[config.mk]
export PLATFORM = sky130hd
export DESIGN_NAME = time_set_ctrl
export DESIGN_NICKNAME = d
export VERILOG_FILES = /design/src/rtl/time_set_ctrl.sv
export SDC_FILE = /design/constraint.sdc
export NUM_CORES = 1
export LEC_CHECK = 0
export ABC_AREA = 1
export BUFFER_PORTS_ARGS = -buffer_cell sky130_fd_sc_hd__buf_2
export CORE_ASPECT_RATIO = 0.5
export CORE_MARGIN = 1
export CORE_UTILIZATION = 45
export CTS_CLUSTER_SIZE = 25
export DETAILED_ROUTE_END_ITERATION = 10
export RECOVER_POWER = 50
export SLEW_MARGIN = 10
export SYNTH_ARGS = -nofsm -noshare
export SYNTH_HDL_FRONTEND = slang
export SYNTH_SLANG_ARGS = --single-unit
[constraint.sdc]
create_clock -name CLK -period 2.4 [get_ports CLK]
set_clock_uncertainty 0.2 [all_clocks]
set_input_delay 0.12 -clock CLK [delete_from_list [all_inputs] [get_ports CLK]]
set_output_delay 0.12 -clock CLK [all_outputs]
set_load 0.005 [all_outputs]
[src/rtl/time_set_ctrl.sv]
// MM:SS time-setting controller: switch sync/debounce, press detection, SET FSM with BCD edit.
// Optional hold-to-repeat on INC/DEC is enabled by defining TIME_SET_AUTOREPEAT_EN.
module time_set_ctrl #(
    parameter int DB_CYCLES  = 500000,
    parameter int RPT_DELAY  = 25000000,
    parameter int RPT_PERIOD = 5000000
) (
    input  logic       CLK,
    input  logic       RST,
    input  logic [3:0] SW,
    input  logic [7:0] CUR_MIN,
    input  logic [7:0] CUR_SEC,
    output logic       SETTING,
    output logic       FIELD,
    output logic [7:0] SET_MIN,
    output logic [7:0] SET_SEC,
    output logic       LOAD
);

    localparam int DBW = $clog2(DB_CYCLES + 1);
    localparam logic [DBW-1:0] DB_LAST = DBW'(DB_CYCLES - 1);

    localparam logic [1:0] ST_RUN = 2'd0;
    localparam logic [1:0] ST_SEC = 2'd1;
    localparam logic [1:0] ST_MIN = 2'd2;

    logic [3:0]     sync1, sync2, db, db_prev, press;
    logic [DBW-1:0] db_cnt [4];
    logic [1:0]     state;
    logic           inc_ev, dec_ev;

    function automatic logic [7:0] bcd_clean(input logic [7:0] v);
        if (v[7:4] > 4'd5 || v[3:0] > 4'd9) return 8'h00;
        return v;
    endfunction

    function automatic logic [7:0] bcd_inc(input logic [7:0] v);
        if (v >= 8'h59) return 8'h00;
        if (v[3:0] == 4'd9) return {v[7:4] + 4'd1, 4'd0};
        return {v[7:4], v[3:0] + 4'd1};
    endfunction

    function automatic logic [7:0] bcd_dec(input logic [7:0] v);
        if (v == 8'h00) return 8'h59;
        if (v[3:0] == 4'd0) return {v[7:4] - 4'd1, 4'd9};
        return {v[7:4], v[3:0] - 4'd1};
    endfunction

    // Debounced level flips only after DB_CYCLES consecutive disagreeing samples.
    always_ff @(posedge CLK or negedge RST) begin
        if (!RST) begin
            sync1   <= '0;
            sync2   <= '0;
            db      <= '0;
            db_prev <= '0;
            press   <= '0;
            for (int i = 0; i < 4; i++) db_cnt[i] <= '0;
        end else begin
            sync1   <= SW;
            sync2   <= sync1;
            db_prev <= db;
            press   <= db & ~db_prev;
            for (int i = 0; i < 4; i++) begin
                if (sync2[i] == db[i]) begin
                    db_cnt[i] <= '0;
                end else if (db_cnt[i] == DB_LAST) begin
                    db[i]     <= sync2[i];
                    db_cnt[i] <= '0;
                end else begin
                    db_cnt[i] <= db_cnt[i] + 1'b1;
                end
            end
        end
    end

`ifdef TIME_SET_AUTOREPEAT_EN
    localparam int RW = $clog2(RPT_DELAY + RPT_PERIOD + 1);

    logic [RW-1:0] rpt_cnt [2];
    logic [1:0]    rpt_first, rpt_hit;

    // rpt_cnt counts cycles since the press pulse (or last repeat); 0 means idle.
    always_comb begin
        rpt_hit = '0;
        for (int j = 0; j < 2; j++)
            rpt_hit[j] = db[j+2] && !press[j+2] &&
                         (rpt_cnt[j] == (rpt_first[j] ? RW'(RPT_DELAY) : RW'(RPT_PERIOD)));
    end

    always_ff @(posedge CLK or negedge RST) begin
        if (!RST) begin
            rpt_first <= '0;
            for (int j = 0; j < 2; j++) rpt_cnt[j] <= '0;
        end else begin
            for (int j = 0; j < 2; j++) begin
                if (press[j+2]) begin
                    rpt_cnt[j]   <= RW'(1);
                    rpt_first[j] <= 1'b1;
                end else if (!db[j+2]) begin
                    rpt_cnt[j]   <= '0;
                end else if (rpt_hit[j]) begin
                    rpt_cnt[j]   <= RW'(1);
                    rpt_first[j] <= 1'b0;
                end else if (rpt_cnt[j] != '0) begin
                    rpt_cnt[j]   <= rpt_cnt[j] + 1'b1;
                end
            end
        end
    end

    assign inc_ev = press[2] | rpt_hit[0];
    assign dec_ev = press[3] | rpt_hit[1];
`else
    assign inc_ev = press[2];
    assign dec_ev = press[3];
`endif

    // Priority: MODE > SEL > INC/DEC; INC and DEC together cancel.
    always_ff @(posedge CLK or negedge RST) begin
        if (!RST) begin
            state   <= ST_RUN;
            SET_MIN <= 8'h00;
            SET_SEC <= 8'h00;
            LOAD    <= 1'b0;
        end else begin
            LOAD <= 1'b0;
            if (state == ST_RUN) begin
                if (press[0]) begin
                    state   <= ST_SEC;
                    SET_MIN <= bcd_clean(CUR_MIN);
                    SET_SEC <= bcd_clean(CUR_SEC);
                end
            end else if (press[0]) begin
                state <= ST_RUN;
                LOAD  <= 1'b1;
            end else if (press[1]) begin
                state <= (state == ST_MIN) ? ST_SEC : ST_MIN;
            end else if (inc_ev ^ dec_ev) begin
                if (state == ST_MIN)
                    SET_MIN <= inc_ev ? bcd_inc(SET_MIN) : bcd_dec(SET_MIN);
                else
                    SET_SEC <= inc_ev ? bcd_inc(SET_SEC) : bcd_dec(SET_SEC);
            end
        end
    end

    assign SETTING = (state != ST_RUN);
    assign FIELD   = (state == ST_MIN);

endmodule
==> key figures <==
Synth
  • Synthesized cell area: 0.00681 sq mm
  • Seq/Total Area, Yosys: between 40% and 50%
  • Top cells by area, synth: dfrtp_1, nand2_1, nor2_1
  • Seq cells post-synth: about 120
  • Fraction of post-synthesis cell area in the top cell type by area: between 40% and 50%
  • Ys async rst share: 100%
  • Mean Syn Cell Area: around 7.3 sq um
  • Post-Synthesis Cells: 934
  • Yosys cell types: 35
  • Synth Net Count: 968
  • Number of synthesized flops with an enable pin: 0
  • Ys Warns: 0
  • Biggest area consumer among synthesized cells: dfrtp_1
  • Main flop type after synthesis: dfrtp_1

Placement
  • Routability cong.: roughly 0.91
  • Placed insts: roughly 1200
  • I/O Buffers: 40
  • Dpl ws: about 380 ps
  • Detail Placement HPWL: around 11 mm

Clock network
  • CTS Root Cell: clkbuf_16
  • Clock Sink Count: roughly 120
  • CTS Buf Count: 17
  • CTS Hold Bufs: 22
  • Worst-path clk slew: ~60 ps
  • H-tree depth: 4
  • Post-CTS resize count: 0
  • Maximum root-to-sink buffer count: 2
  • Clk_lat worst skew: just over 400 ps
  • CTS tree: built
  • Setup bufs post-CTS: 0

STA
  • Fin. max-slew vios: 0
  • Slew HR: between 20% and 30%
  • Fmax: approximately 440 MHz
  • Tcrit/Tclk final: between 90% and 100%
  • RSZ-0062 raised after global routing: no
  • Worst-Margin Slew: 1190 ps
  • Post-route setup TNS: 0 ps
  • Final hold violations: 0
  • Final Worst Setup Slack: 139 ps
  • Post-layout min period: 2260 ps
  • Setup Viol. Count Final: 0

Critical path
  • Required time worst endpoint: between 2000 and 3000 ps
  • CP Capture Type: flop
  • Cell family with most CP delay: buffers and inverters
  • Worst path max stage delay: around 600 ps
  • R2R cell count: 8
  • Buf/Inv on CP: 3
  • R2R Setup Slk: between 200 and 250 ps
  • Reg2reg end: SET_MIN[3]$_DFFE_PN0P_
  • Data arrival, critical path: 2410 ps
  • Slowest CP cell: dlygate4sd3_1
  • Kind of critical path: input pin to flop
  • Reg2reg start: state[1]$_DFFE_PN0P_
  • Setup crit start kind: input pin
  • CP Cell Sequence: dlygate4sd3_1, buf_2, o21ai_0, nand3_1, dlygate4sd3_1, a21oi_1, nand2_1, nand2_1
  • Crit path depth: 8
  • Worst Setup EP: SET_MIN[3]$_DFFE_PN0P_
  • Crit path max fanout: 6
  • CP Launch Point: CUR_MIN[1]

Floorplan
  • Die Ht: ~90 microns
  • Die area: about 0.016 sq mm
  • Num ports: 41
  • Die W: about 180 microns
  • Starting Density: between 40% and 50%
  • Core footprint: approximately 0.015 sq mm
  • Row count: 31

Route
  • Routed vias: ~6200
  • Residual DRC: 0
  • Final Routed Wirelength: between 15 and 20 mm
  • Antenna-violating nets left: 0
  • Routed vias/inst: approximately 5.1
  • Drt wl/cell: 12.9 microns
  • DRT Pass-1 Iters: 5
  • Drt initial violations: between 400 and 500

Finish
  • Antenna Cells: 0
  • Share of cells above drive strength 1: roughly a tenth
  • Non-filler instance count after layout: 1218
  • Final nets: about 1000
  • Final core area utilization: a little under three fifths
  • Layout area overhead: 18.2%

Global route
  • Vias in the first global route: about 5600
  • Largest net degree at the start of global routing: 46
  • First-pass GRT wire length: 26.5 mm
  • Grt ovf: 0
  • Tot GR Track Use: 21.5%
  • Initial antenna violation count: 0

Run status
  • Status: finished clean

Power and ir drop
  • Maximum VDD drop: ~320 uV
  • Leak: between 3 and 4 nW
  • Pwr/cell area: between 500 and 600 mW/mm^2

Hold path
  • Worst hold path class: input pin to flop

Job
  • Max Cap Viol: 0
-- sequential cells by signal (all words and copies together) (netlist names) --
signal / cells
LOAD: 1
sync2: 4
db_cnt: 76
db_prev: 4
SET_MIN: 8
SET_SEC: 8
sync1: 4
db: 4
state: 2
press: 4
-- synth_stat cells, types with 3 or more instances --
| library cell | count |
|---|---|
| nand3_1 | 61 |
| nor3_2 | 3 |
| nor2_4 | 4 |
| nor2_2 | 5 |
| nor3_1 | 39 |
| inv_1 | 118 |
| o21ai_1 | 5 |
| nand4_1 | 41 |
| nor4_1 | 5 |
| o21a_1 | 3 |
| clkbuf_1 | 5 |
| a31oi_1 | 4 |
| nand2_2 | 6 |
| dfrtp_1 | 115 |
| xnor2_1 | 5 |
| nor3b_1 | 3 |
| nand3b_1 | 7 |
| a21oi_1 | 23 |
| nand3_2 | 3 |
| nand2_1 | 215 |
| inv_2 | 4 |
| nand3_4 | 3 |
| ha_1 | 12 |
| nor2_1 | 170 |
| buf_2 | 4 |
| o21ai_0 | 24 |
| xor2_1 | 34 |
-- cells in the final DEF (no fill, tap or decap), drive strengths merged, types with 27 or more instances in the layout --
master / Yosys / final
nand3: 67 / 67
nand4: 41 / 41
clkbuf: 5 / 27
o21ai: 29 / 29
buf: 6 / 40
nor2: 179 / 179
dfrtp: 115 / 115
xor2: 34 / 34
nand2: 221 / 221
nor3: 43 / 43
inv: 122 / 122
-- worst min-delay path: cells and delay by family --
kind,cells,cell delay (ps)
AND/OR/NAND/NOR,4,300
AO/OA/AOI/OAI,1,80
buffers and inverters,1,80
-- cell families after synthesis --
family / synth area share, %
buffers and inverters: 7.67
adder cells (fa/ha/maj): 2.21
AND/OR/NAND/NOR: 37.7
XOR/XNOR: 5.02
flip-flops: 42.3
AO/OA/AOI/OAI: 5.17
-- report_power, final --
group	internal, mW	total (mW)	switching [mW]
combinational	0.0649	0.174	0.109
sequential	1.96	1.98	0.0184
clock	1.64	2.53	0.891
-- worst min-delay path by stage --
| stage | startpoint | end | slack (ps) | cells past startpoint |
|---|---|---|---|---|
| final | CUR_SEC[7] | SET_SEC[2]$_DFFE_PN0P_ | 9 | 6 |
| after global routing | CUR_SEC[7] | SET_SEC[2]$_DFFE_PN0P_ | 50 | 6 |
| after CTS | CUR_SEC[7] | SET_SEC[2]$_DFFE_PN0P_ | 0.4 | 6 |
| after detailed placement | RST | SET_SEC[7]$_DFFE_PN0P_ | -10 | 1 |
| after global placement | RST | SET_SEC[7]$_DFFE_PN0P_ | -20 | 1 |
| after floorplan | RST | LOAD$_DFF_PN0_ | -380 | 0 |
-- stage by stage --
step	total power [mW]	instance area (sq um)	hold WS (ps)
floorplan	2.08	6810	-376
global placement	2.17	7250	-19.4
detailed placement	2.17	7250	-15.0
CTS	4.73	8060	0.417
global route	4.84	8040	49.8
finish	4.68	8040	9.12
-- cell type report --
| class | instances | area, sq um |
|---|---|---|
| clock buffers | 24 | 492 |
| clock inverters | 8 | 100 |
| fillers | 1359 | 6580 |
| inverters | 124 | 468 |
| multi-input cells | 684 | 3410 |
| flip-flops and latches | 115 | 2880 |
| well taps | 198 | 248 |
| repair buffers | 65 | 452 |
-- per-layer routing --
layer	GRT usage [%]	part of all wire, %	vias to the layer above
li1	-	-	3149
met4	7.67	1.4	0
met3	3.61	3.5	21
met1	29.3	51	2856
met2	35.0	44	137
met5	0	0	-
No activity file was read; power rests on OpenSTA's default activity.
